$ cat src/rtl/opb_register_ppc2simulink.sv
// ---------------------------------------------------------------------------------------------
// opb_register_ppc2simulink
//
// OPB slave register that carries a 32-bit word from the PowerPC to user fabric. Software
// writes a shadow word (with byte enables) and the shadow is committed to user_data_out,
// either on every DATA write (C_AUTO_COMMIT=1) or only through a CTRL write with bit 31 set.
// Each commit raises user_data_valid for one cycle and bumps a software-visible counter.
//
// Register map (OPB_ABus[28:29]):
//   0x0 DATA  : RW shadow word
//   0x4 CTRL  : write DBus[0]=1 commits; read {31'b0, pending}
//   0x8 COUNT : RO commit counter
//   0xC       : reads 0, writes ignored
//
// Ports:
//   OPB_Clk, OPB_Rst          : clock, synchronous active-high reset
//   OPB_ABus/BE/DBus/RNW      : OPB address, byte enables, write data, read-not-write
//   OPB_select, OPB_seqAddr   : transfer request, sequential hint (ignored)
//   Sl_DBus, Sl_xferAck       : read data (zero outside a read ack), transfer acknowledge
//   Sl_errAck/retry/toutSup   : tied low
//   user_data_out             : committed word, OPB_DBus[0] maps to bit 31
//   user_data_valid           : one-cycle strobe on each commit
// ---------------------------------------------------------------------------------------------
module opb_register_ppc2simulink #(
    parameter logic [31:0] C_BASEADDR    = 32'h0108B500,
    parameter logic [31:0] C_HIGHADDR    = 32'h0108B5FF,
    parameter int          C_OPB_AWIDTH  = 32,
    parameter int          C_OPB_DWIDTH  = 32,
    parameter              C_FAMILY      = "virtex6",
    parameter bit          C_AUTO_COMMIT = 1'b1,
    parameter logic [31:0] C_RESET_VALUE = 32'h00000000
) (
    input  logic                        OPB_Clk,
    input  logic                        OPB_Rst,
    input  logic [0:C_OPB_AWIDTH-1]     OPB_ABus,
    input  logic [0:C_OPB_DWIDTH/8-1]   OPB_BE,
    input  logic [0:C_OPB_DWIDTH-1]     OPB_DBus,
    input  logic                        OPB_RNW,
    input  logic                        OPB_select,
    input  logic                        OPB_seqAddr,
    output logic [0:C_OPB_DWIDTH-1]     Sl_DBus,
    output logic                        Sl_errAck,
    output logic                        Sl_retry,
    output logic                        Sl_toutSup,
    output logic                        Sl_xferAck,
    output logic [31:0]                 user_data_out,
    output logic                        user_data_valid
);

    typedef enum logic [1:0] {StIdle, StAck, StWait} state_e;

    localparam logic [1:0] OffData  = 2'd0;
    localparam logic [1:0] OffCtrl  = 2'd1;
    localparam logic [1:0] OffCount = 2'd2;

    state_e      r_state;
    logic [31:0] r_shadow;
    logic [31:0] r_user_data;
    logic [31:0] r_cnt;
    logic [31:0] r_sl_dbus;
    logic        r_xfer_ack;
    logic        r_valid;

    logic [31:0] w_wdata;
    logic [3:0]  w_be;
    logic [1:0]  w_offset;
    logic        w_hit;
    logic        w_wr;
    logic        w_commit;
    logic [31:0] w_shadow_new;
    logic [31:0] w_rdata;
    logic        w_unused;

    // Big-endian OPB bit 0 lands on bit 31 / byte-enable 0 on byte 3 via positional assignment.
    assign w_wdata  = OPB_DBus;
    assign w_be     = OPB_BE;
    assign w_offset = {OPB_ABus[28], OPB_ABus[29]};
    assign w_hit    = OPB_select && (OPB_ABus >= C_BASEADDR) && (OPB_ABus <= C_HIGHADDR);
    assign w_wr     = w_hit && !OPB_RNW && (r_state == StIdle);

    // The commit must carry the bytes being written in the same cycle, so it uses the
    // merged value rather than the registered shadow.
    always_comb begin
        w_shadow_new = r_shadow;
        if (w_wr && (w_offset == OffData)) begin
            for (int i = 0; i < 4; i++) begin
                if (w_be[i]) begin
                    w_shadow_new[8*i +: 8] = w_wdata[8*i +: 8];
                end
            end
        end
    end

    assign w_commit = w_wr && (((w_offset == OffData) && C_AUTO_COMMIT) ||
                               ((w_offset == OffCtrl) && w_wdata[31]));

    always_comb begin
        w_rdata = 32'h0;
        case (w_offset)
            OffData:  w_rdata = r_shadow;
            OffCtrl:  w_rdata = {31'b0, (r_shadow != r_user_data)};
            OffCount: w_rdata = r_cnt;
            default:  w_rdata = 32'h0;
        endcase
    end

    always_ff @(posedge OPB_Clk) begin
        if (OPB_Rst) begin
            r_state     <= StIdle;
            r_shadow    <= C_RESET_VALUE;
            r_user_data <= C_RESET_VALUE;
            r_cnt       <= 32'h0;
            r_sl_dbus   <= 32'h0;
            r_xfer_ack  <= 1'b0;
            r_valid     <= 1'b0;
        end else begin
            r_xfer_ack <= 1'b0;
            r_sl_dbus  <= 32'h0;
            r_valid    <= 1'b0;
            case (r_state)
                StIdle: begin
                    if (w_hit) begin
                        r_state    <= StAck;
                        r_xfer_ack <= 1'b1;
                        if (OPB_RNW) begin
                            r_sl_dbus <= w_rdata;
                        end else begin
                            r_shadow <= w_shadow_new;
                            if (w_commit) begin
                                r_user_data <= w_shadow_new;
                                r_valid     <= 1'b1;
                                r_cnt       <= r_cnt + 32'd1;
                            end
                        end
                    end
                end
                StAck: r_state <= StWait;
                // Hold off until the master drops select so one select yields one ack.
                StWait: begin
                    if (!OPB_select) begin
                        r_state <= StIdle;
                    end
                end
                default: r_state <= StIdle;
            endcase
        end
    end

    assign Sl_DBus         = r_sl_dbus;
    assign Sl_xferAck      = r_xfer_ack;
    assign Sl_errAck       = 1'b0;
    assign Sl_retry        = 1'b0;
    assign Sl_toutSup      = 1'b0;
    assign user_data_out   = r_user_data;
    assign user_data_valid = r_valid;

    assign w_unused = ^{OPB_seqAddr, C_FAMILY};

endmodule

$ cat config.mk
export PLATFORM = sky130hd
export DESIGN_NAME = opb_register_ppc2simulink
export DESIGN_NICKNAME = d
export VERILOG_FILES = /design/src/rtl/opb_register_ppc2simulink.sv
export SDC_FILE = /design/constraint.sdc
export NUM_CORES = 1
export LEC_CHECK = 0
export CAP_MARGIN = 30
export CORE_UTILIZATION = 50
export CTS_CLUSTER_SIZE = 12
export DETAILED_ROUTE_END_ITERATION = 6
export PLACE_DENSITY = 0.8
export SLEW_MARGIN = 20
export SYNTH_ARGS = -nofsm -noshare
export SYNTH_HDL_FRONTEND = slang
export SYNTH_SLANG_ARGS = --single-unit
export TNS_END_PERCENT = 5
$ cat constraint.sdc
create_clock -name OPB_Clk -period 3.1 [get_ports OPB_Clk]
set_input_delay 0.465 -clock OPB_Clk [delete_from_list [all_inputs] [get_ports OPB_Clk]]
set_output_delay 0.465 -clock OPB_Clk [all_outputs]
set_load 0.02 [all_outputs]
==> summary.txt, run 1 <==
Placement
  – Final Wtd Congestion: 0.882
  – Buffers on Ports: 137
  – HPWL reported at the end of detailed placement: 12400 um
  – Placed cell area: 7500 um2

STA
  – Final Hold Violating Endpoints: 0
  – Fin Hold WS: 387 ps
  – Max Freq: 0.387 GHz
  – Worst rel slew slack: 0.449
  – Final Skew: 6.04 ps
  – TNS Setup: 0 ps
  – Worst Tran Pin Value: 824 ps
  – Tcrit/Tclk final: 0.833
  – Unrepaired setup endpoints after global routing: no
  – Max-slew violation count: 0
  – Final min period: 2580 ps
  – Final Setup Violations: 0

Synth
  – Post-Synth XOR/XNOR Area: 0.0489
  – Synth Area in Compound Gates: 0.104
  – Yosys cell types: 44
  – Dominant synthesized flop cell: dfxtp_1
  – Ys Warns: 0
  – Syn Inst Count: 632
  – Syn Std Cell Area: 5910 um2
  – Asr flop ratio synth: 0
  – Synth Area per Inst: 9.35 um2
  – Post-synthesis simple-gate area fraction: 0.196
  – Number of enable flip-flop cells after synthesis: 0
  – Post-Synth Adder-Cell Area: 0.00212
  – Post-synthesis sequential area ratio: 0.447
  – Synthesis-stage register bit count: 132
  – Largest family of logic cells by synthesized area: simple AND/OR/NAND/NOR gates
  – Mux contribution to synthesized area: 0.165

Clock network
  – CTS buffer count: 17
  – # resized after CTS: 0
  – CTS Root Cell: clkbuf_16
  – Hold_buf cts: 0
  – Clk buf depth: 2
  – Reg clk slew, reported paths: 60 ps
  – Post-CTS Setup Repair Bufs: 0
  – H-tree depth: 4
  – Clock Latency Late Sink: 410 ps
  – TritonCTS sink count: 132
  – CTS tree: built

Floorplan
  – Starting density of the core: 0.515
  – FP Rows: 39
  – Die H: 111 um
  – Die width: 111 um
  – # IOs: 142
  – Core area: 11500 um2
  – Die Outline Area: 12300 um2

Global routing
  – Vias in the first global route: 5352
  – Met1 Use GR: 0.360
  – Grt met2 use: 0.464
  – Largest net degree at the start of global routing: 60
  – Grt met3 use: 0.0618
  – First-pass GRT wire length: 27300 um
  – Total gr overflow: 0
  – Gr usage total: 0.285
  – Top Usage Layer GRT: met2
  – Initial antenna violation count: 0

Power
  – Switching part of the total power: 0.201
  – Psw: 0.794 mW
  – Leak: 2.78 nW
  – Pwr Total: 3.94 mW
  – Total internal power: 3.15 mW
  – Clock network power share: 0.521
  – Comb power frac: 0.049
  – Register share of total power: 0.430
  – Peak supply drop: 0.300 mV
  – Pwr dens: 486 nW/um2

Run status
  – Status: completed

Worst setup path
  – Critical Path Start Type: input pin
  – CP Cell Sequence: clkdlybuf4s50_1 > and3_1 > a41oi_4 > or4_1 > buf_4 > or4_1 > a21oi_1
  – Critical path arrival: 2920 ps
  – Worst path bufs/invs: 2
  – Crit-path max FO: 32
  – Top cell family by delay on the critical path: simple AND/OR/NAND/NOR gates
  – CP most frequent cell: or4_1
  – CP Class: in -> reg
  – WP data required: 3440 ps
  – Worst Setup End Kind: register
  – Critical Path Max Stage Delay: 560 ps
  – Crit-path slowest cell: or4_1

Drt
  – Total wire length: 17200 um
  – # DRC: 0
  – DRT antenna net count: 0
  – DR vias: 5398
  – Drt via density: 5.81
  – DR pass1 iterations: 5
  – Avg WL per Cell: 18.5 um
  – Drt initial violations: 380

Flow run
  – Maxcap violations: 0

Cells and area
  – Final instance area: 8110 um2
  – Synth-to-layout area growth: 37.3%
  – Fill count: 827
  – # diodes: 0
  – Commonest non-fill, non-tap cell in the layout: clkdlybuf4s50_1
  – Final core occ: 0.708
  – Commonest non-fill, non-tap cells in the layout: clkdlybuf4s50_1, dfxtp_1, nor2_1, mux2i_1, a211oi_1
  – # nets final: 847
  – Layout cell share with drive strength beyond 1: 0.0929

Worst hold path
  – Hold Path Class: in -> reg
[power by group through the flow]
stage               clock (mW)  combinational (mW)  sequential [mW]
finish                    2.06               0.192             1.70
global route              2.15               0.201             1.70
CTS                       2.07               0.191             1.70
detailed placement           0               0.188             1.73
global placement             0               0.184             1.73
floorplan                    0              0.0704             1.73
[cells by family after synthesis]
logic type / after synthesis
simple gates: 226
flops: 132
mux: 97
compound gates: 94
buf+inv: 48
xor+xnor: 33
fa+ha+maj: 1
other cells: 1
[stage by stage]
stage          std cells  setup WS (ps)
6_report             929            519
5_1_grt              929            380
4_1_cts              929            534
3_5_place_dp         897            115
3_3_place_gp         897            179
2_1_floorplan        634            601
[layer usage]
| layer | up-vias | share of wire |
|---|---|---|
| met5 | - | 0 |
| met4 | 0 | 0.035 |
| met3 | 49 | 0.060 |
| met2 | 229 | 0.48 |
| met1 | 2565 | 0.43 |
| li1 | 2555 | - |
[tightest hold or removal path: stages]
cell and delay (ps):
buf_2 110, nand2b_1 130, nor4_1 50
[state kept, by name (all words and copies together) (netlist names)]
name	cells
user_data_out	32
Sl_xferAck	1
user_data_valid	1
r_cnt	32
r_state	2
r_shadow	32
Sl_DBus	32
[final cells by class]
type	instances	area, um2	share of cell area
Clock buffer	23	488	0.0601
Clock inverter	9	125	0.0154
Inverter	4	15.0	0.00185
Multi-Input combinational cell	454	3090	0.381
Sequential cell	132	2640	0.326
Tap cell	143	179	0.0221
Timing Repair Buffer	164	1580	0.194
[final timing paths]
kind / start / endpoint / slack (ps) / cells past startpoint
setup / recovery: OPB_ABus[29] / r_cnt[30] / 520 / 7
hold / removal: OPB_Rst / Sl_xferAck / 390 / 3
setup reg to reg: r_cnt[8] / r_cnt[30] / 620 / 5
hold reg to reg: r_state[0] / r_state[1] / 480 / 2
[cells in the mapped netlist, drive strengths merged (2+ instances only)]
| library cell | count | area [um2] |
|---|---|---|
| nor2 | 103 | 387 |
| nor4 | 12 | 81.3 |
| xor2 | 16 | 140 |
| mux2i | 95 | 951 |
| nor4b | 4 | 41.3 |
| mux2 | 2 | 22.5 |
| and3 | 7 | 43.8 |
| or3 | 14 | 87.6 |
| nor2b | 4 | 25.0 |
| inv | 4 | 15.0 |
| xnor2 | 17 | 149 |
| and4 | 2 | 17.5 |
| dfxtp | 132 | 2640 |
| clkbuf | 30 | 113 |
| nand2b | 2 | 12.5 |
| and4bb | 2 | 25.0 |
| a21oi | 28 | 140 |
| nand3 | 10 | 50.1 |
| and2 | 6 | 37.5 |
| o31ai | 11 | 82.6 |
| nand2 | 19 | 71.3 |
| nor3 | 5 | 25.0 |
| or4 | 15 | 113 |
| buf | 14 | 82.6 |
| o21ai | 17 | 85.1 |
| a211oi | 32 | 240 |
| nand4 | 18 | 119 |
No activity file was read; power rests on OpenSTA's default activity.
==> run 2, diff against run 1 <==
- CORE_UTILIZATION: 50 -> 45
- PLACE_DENSITY: 0.8 -> 0.76
- clock period: 3.1 -> 2.3 ns (I/O delays scaled with it)
==> summary.txt, run 2 (synthesis results as in run 1) <==
Run status
  – Status: completed

Drt
  – DR vias: 5586
  – Total wire length: 18400 um
  – Drt initial violations: 320
  – Drt via density: 5.73
  – Avg WL per Cell: 18.8 um
  – # DRC: 0
  – DR pass1 iterations: 6
  – DRT antenna net count: 0

Clock network
  – Clk buf depth: 2
  – TritonCTS sink count: 132
  – CTS Root Cell: clkbuf_16
  – CTS tree: built
  – CTS buffer count: 17
  – Clock Latency Late Sink: 410 ps
  – Reg clk slew, reported paths: 50 ps
  – H-tree depth: 4

Floorplan
  – # IOs: 142
  – Die Outline Area: 13600 um2
  – Core area: 12700 um2
  – FP Rows: 41
  – Die H: 117 um
  – Die width: 117 um
  – Starting density of the core: 0.464

Worst setup path
  – Worst Setup End Kind: register
  – CP Cell Sequence: clkdlybuf4s50_1 > and4b_2 > a41oi_4 > or4_4 > buf_12 > buf_4 > or3_1 > a21oi_1
  – CP Launch Point: OPB_ABus[24]
  – R2r setup slk: 90 ps
  – Worst path bufs/invs: 3
  – FF-to-FF Start: r_state[0]
  – Critical path depth: 8
  – Top cell family by delay on the critical path: simple AND/OR/NAND/NOR gates
  – Critical path arrival: 2610 ps
  – CP Class: in -> reg
  – Critical Path End: r_cnt[14]
  – Crit-path slowest cell: or4_4
  – Reg2Reg Depth: 7
  – Capture point of the worst reg-to-reg path: r_cnt[14]
  – Crit-path max FO: 8
  – Critical Path Max Stage Delay: 620 ps
  – WP data required: 2630 ps
  – Critical Path Start Type: input pin

Global routing
  – Gr usage total: 0.270
  – Largest net degree at the start of global routing: 52
  – Total gr overflow: 0
  – Vias in the first global route: 5406
  – Initial antenna violation count: 0
  – First-pass GRT wire length: 27500 um

Worst hold path
  – Hold Path Origin: OPB_Rst
  – Hold Path Class: in -> reg

Flow run
  – Maxcap violations: 0

Placement
  – HPWL reported at the end of detailed placement: 13100 um
  – Placed cell area: 7690 um2
  – Final Wtd Congestion: 0.867
  – Buffers on Ports: 137

Cells and area
  – Layout cell share with drive strength beyond 1: 0.144
  – # diodes: 0
  – Commonest non-fill, non-tap cells in the layout: dfxtp_1, clkdlybuf4s50_1, nor2_1, mux2i_1, buf_4
  – Synth-to-layout area growth: 43.9%
  – Fill count: 974
  – Final instance area: 8500 um2
  – # nets final: 864
  – Register area: 2640 um2
  – Final core occ: 0.668
  – Multi-input gate area: 3220 um2
  – Commonest non-fill, non-tap cell in the layout: dfxtp_1

STA
  – Tcrit/Tclk final: 0.992
  – Max Freq: 0.438 GHz
  – Fin Hold WS: 330 ps
  – Max-slew violation count: 0
  – Final Skew: 5.98 ps
  – Worst Tran Pin Value: 655 ps
  – Worst rel slew slack: 0.560
  – Final Setup Violations: 0
  – Unrepaired setup endpoints after global routing: yes
  – Final min period: 2280 ps
  – Final Hold Violating Endpoints: 0

Power
  – Switching part of the total power: 0.216
  – Register share of total power: 0.434
  – Pwr dens: 621 nW/um2
  – Leak: 2.96 nW
  – Total internal power: 4.13 mW
  – Clock network power share: 0.514
  – Comb power frac: 0.053
  – Psw: 1.14 mW
  – Peak supply drop: 0.427 mV
[run 2: cell type report]
cell class | instances | share of cell area
clock buffer | 18 | 0.0505
clock inverter | 14 | 0.0191
inverter | 4 | 0.00177
multi-input combinational | 454 | 0.379
sequential | 132 | 0.311
tap | 172 | 0.0253
timing repair buffer | 181 | 0.214
[run 2: stage by stage]
step	TNS, ps	instances	setup slack, ps	power [mW]
final	0	975	18.8	5.27
after global routing	-231	975	-40.4	5.40
after CTS	0	972	10.5	5.28
after detailed placement	-35720	940	-514	2.60
after global placement	-31040	940	-436	2.60
after floorplan	-12.5	634	-12.5	2.43
[run 2: what timing repair did]
item,CTS,global route
hold buffers,0,0
gates resized for setup,7,31
endpoints found under the setup margin,22,72
pin swaps,3,23
buffers inserted,0,1
gates cloned,0,2
[run 2: power by group through the flow]
stage | logic (mW) | clock network (mW) | registers, mW
floorplan | 0.0955 | 0 | 2.34
finish | 0.278 | 2.71 | 2.29
global route | 0.292 | 2.82 | 2.29
detailed placement | 0.268 | 0 | 2.34
global placement | 0.262 | 0 | 2.34
CTS | 0.272 | 2.72 | 2.29
[run 2: worst register-to-register path: stages (launching register included)]
cell and delay [ps]:
dfxtp_1 320, and4bb_2 290, nand4_2 120, or4_4 570, buf_12 170, buf_4 140, or3_1 350, a21oi_1 170
[run 2: worst min path at each step]
stage | end | slack [ps] | cells past startpoint
6_report | Sl_xferAck | 330 | 3
5_1_grt | Sl_xferAck | 340 | 3
4_1_cts | Sl_xferAck | 300 | 3
3_5_place_dp | r_cnt[31] | 490 | 2
3_3_place_gp | r_cnt[31] | 480 | 2
2_1_floorplan | r_cnt[31] | 450 | 2
[run 2: layer usage]
| metal | global-route usage | up-vias | share of wire |
|---|---|---|---|
| met1 | 0.336 | 2693 | 0.41 |
| met5 | 0 | - | 0 |
| met3 | 0.0592 | 48 | 0.077 |
| met2 | 0.447 | 252 | 0.47 |
| met4 | 0.123 | 0 | 0.036 |
| li1 | - | 2593 | - |
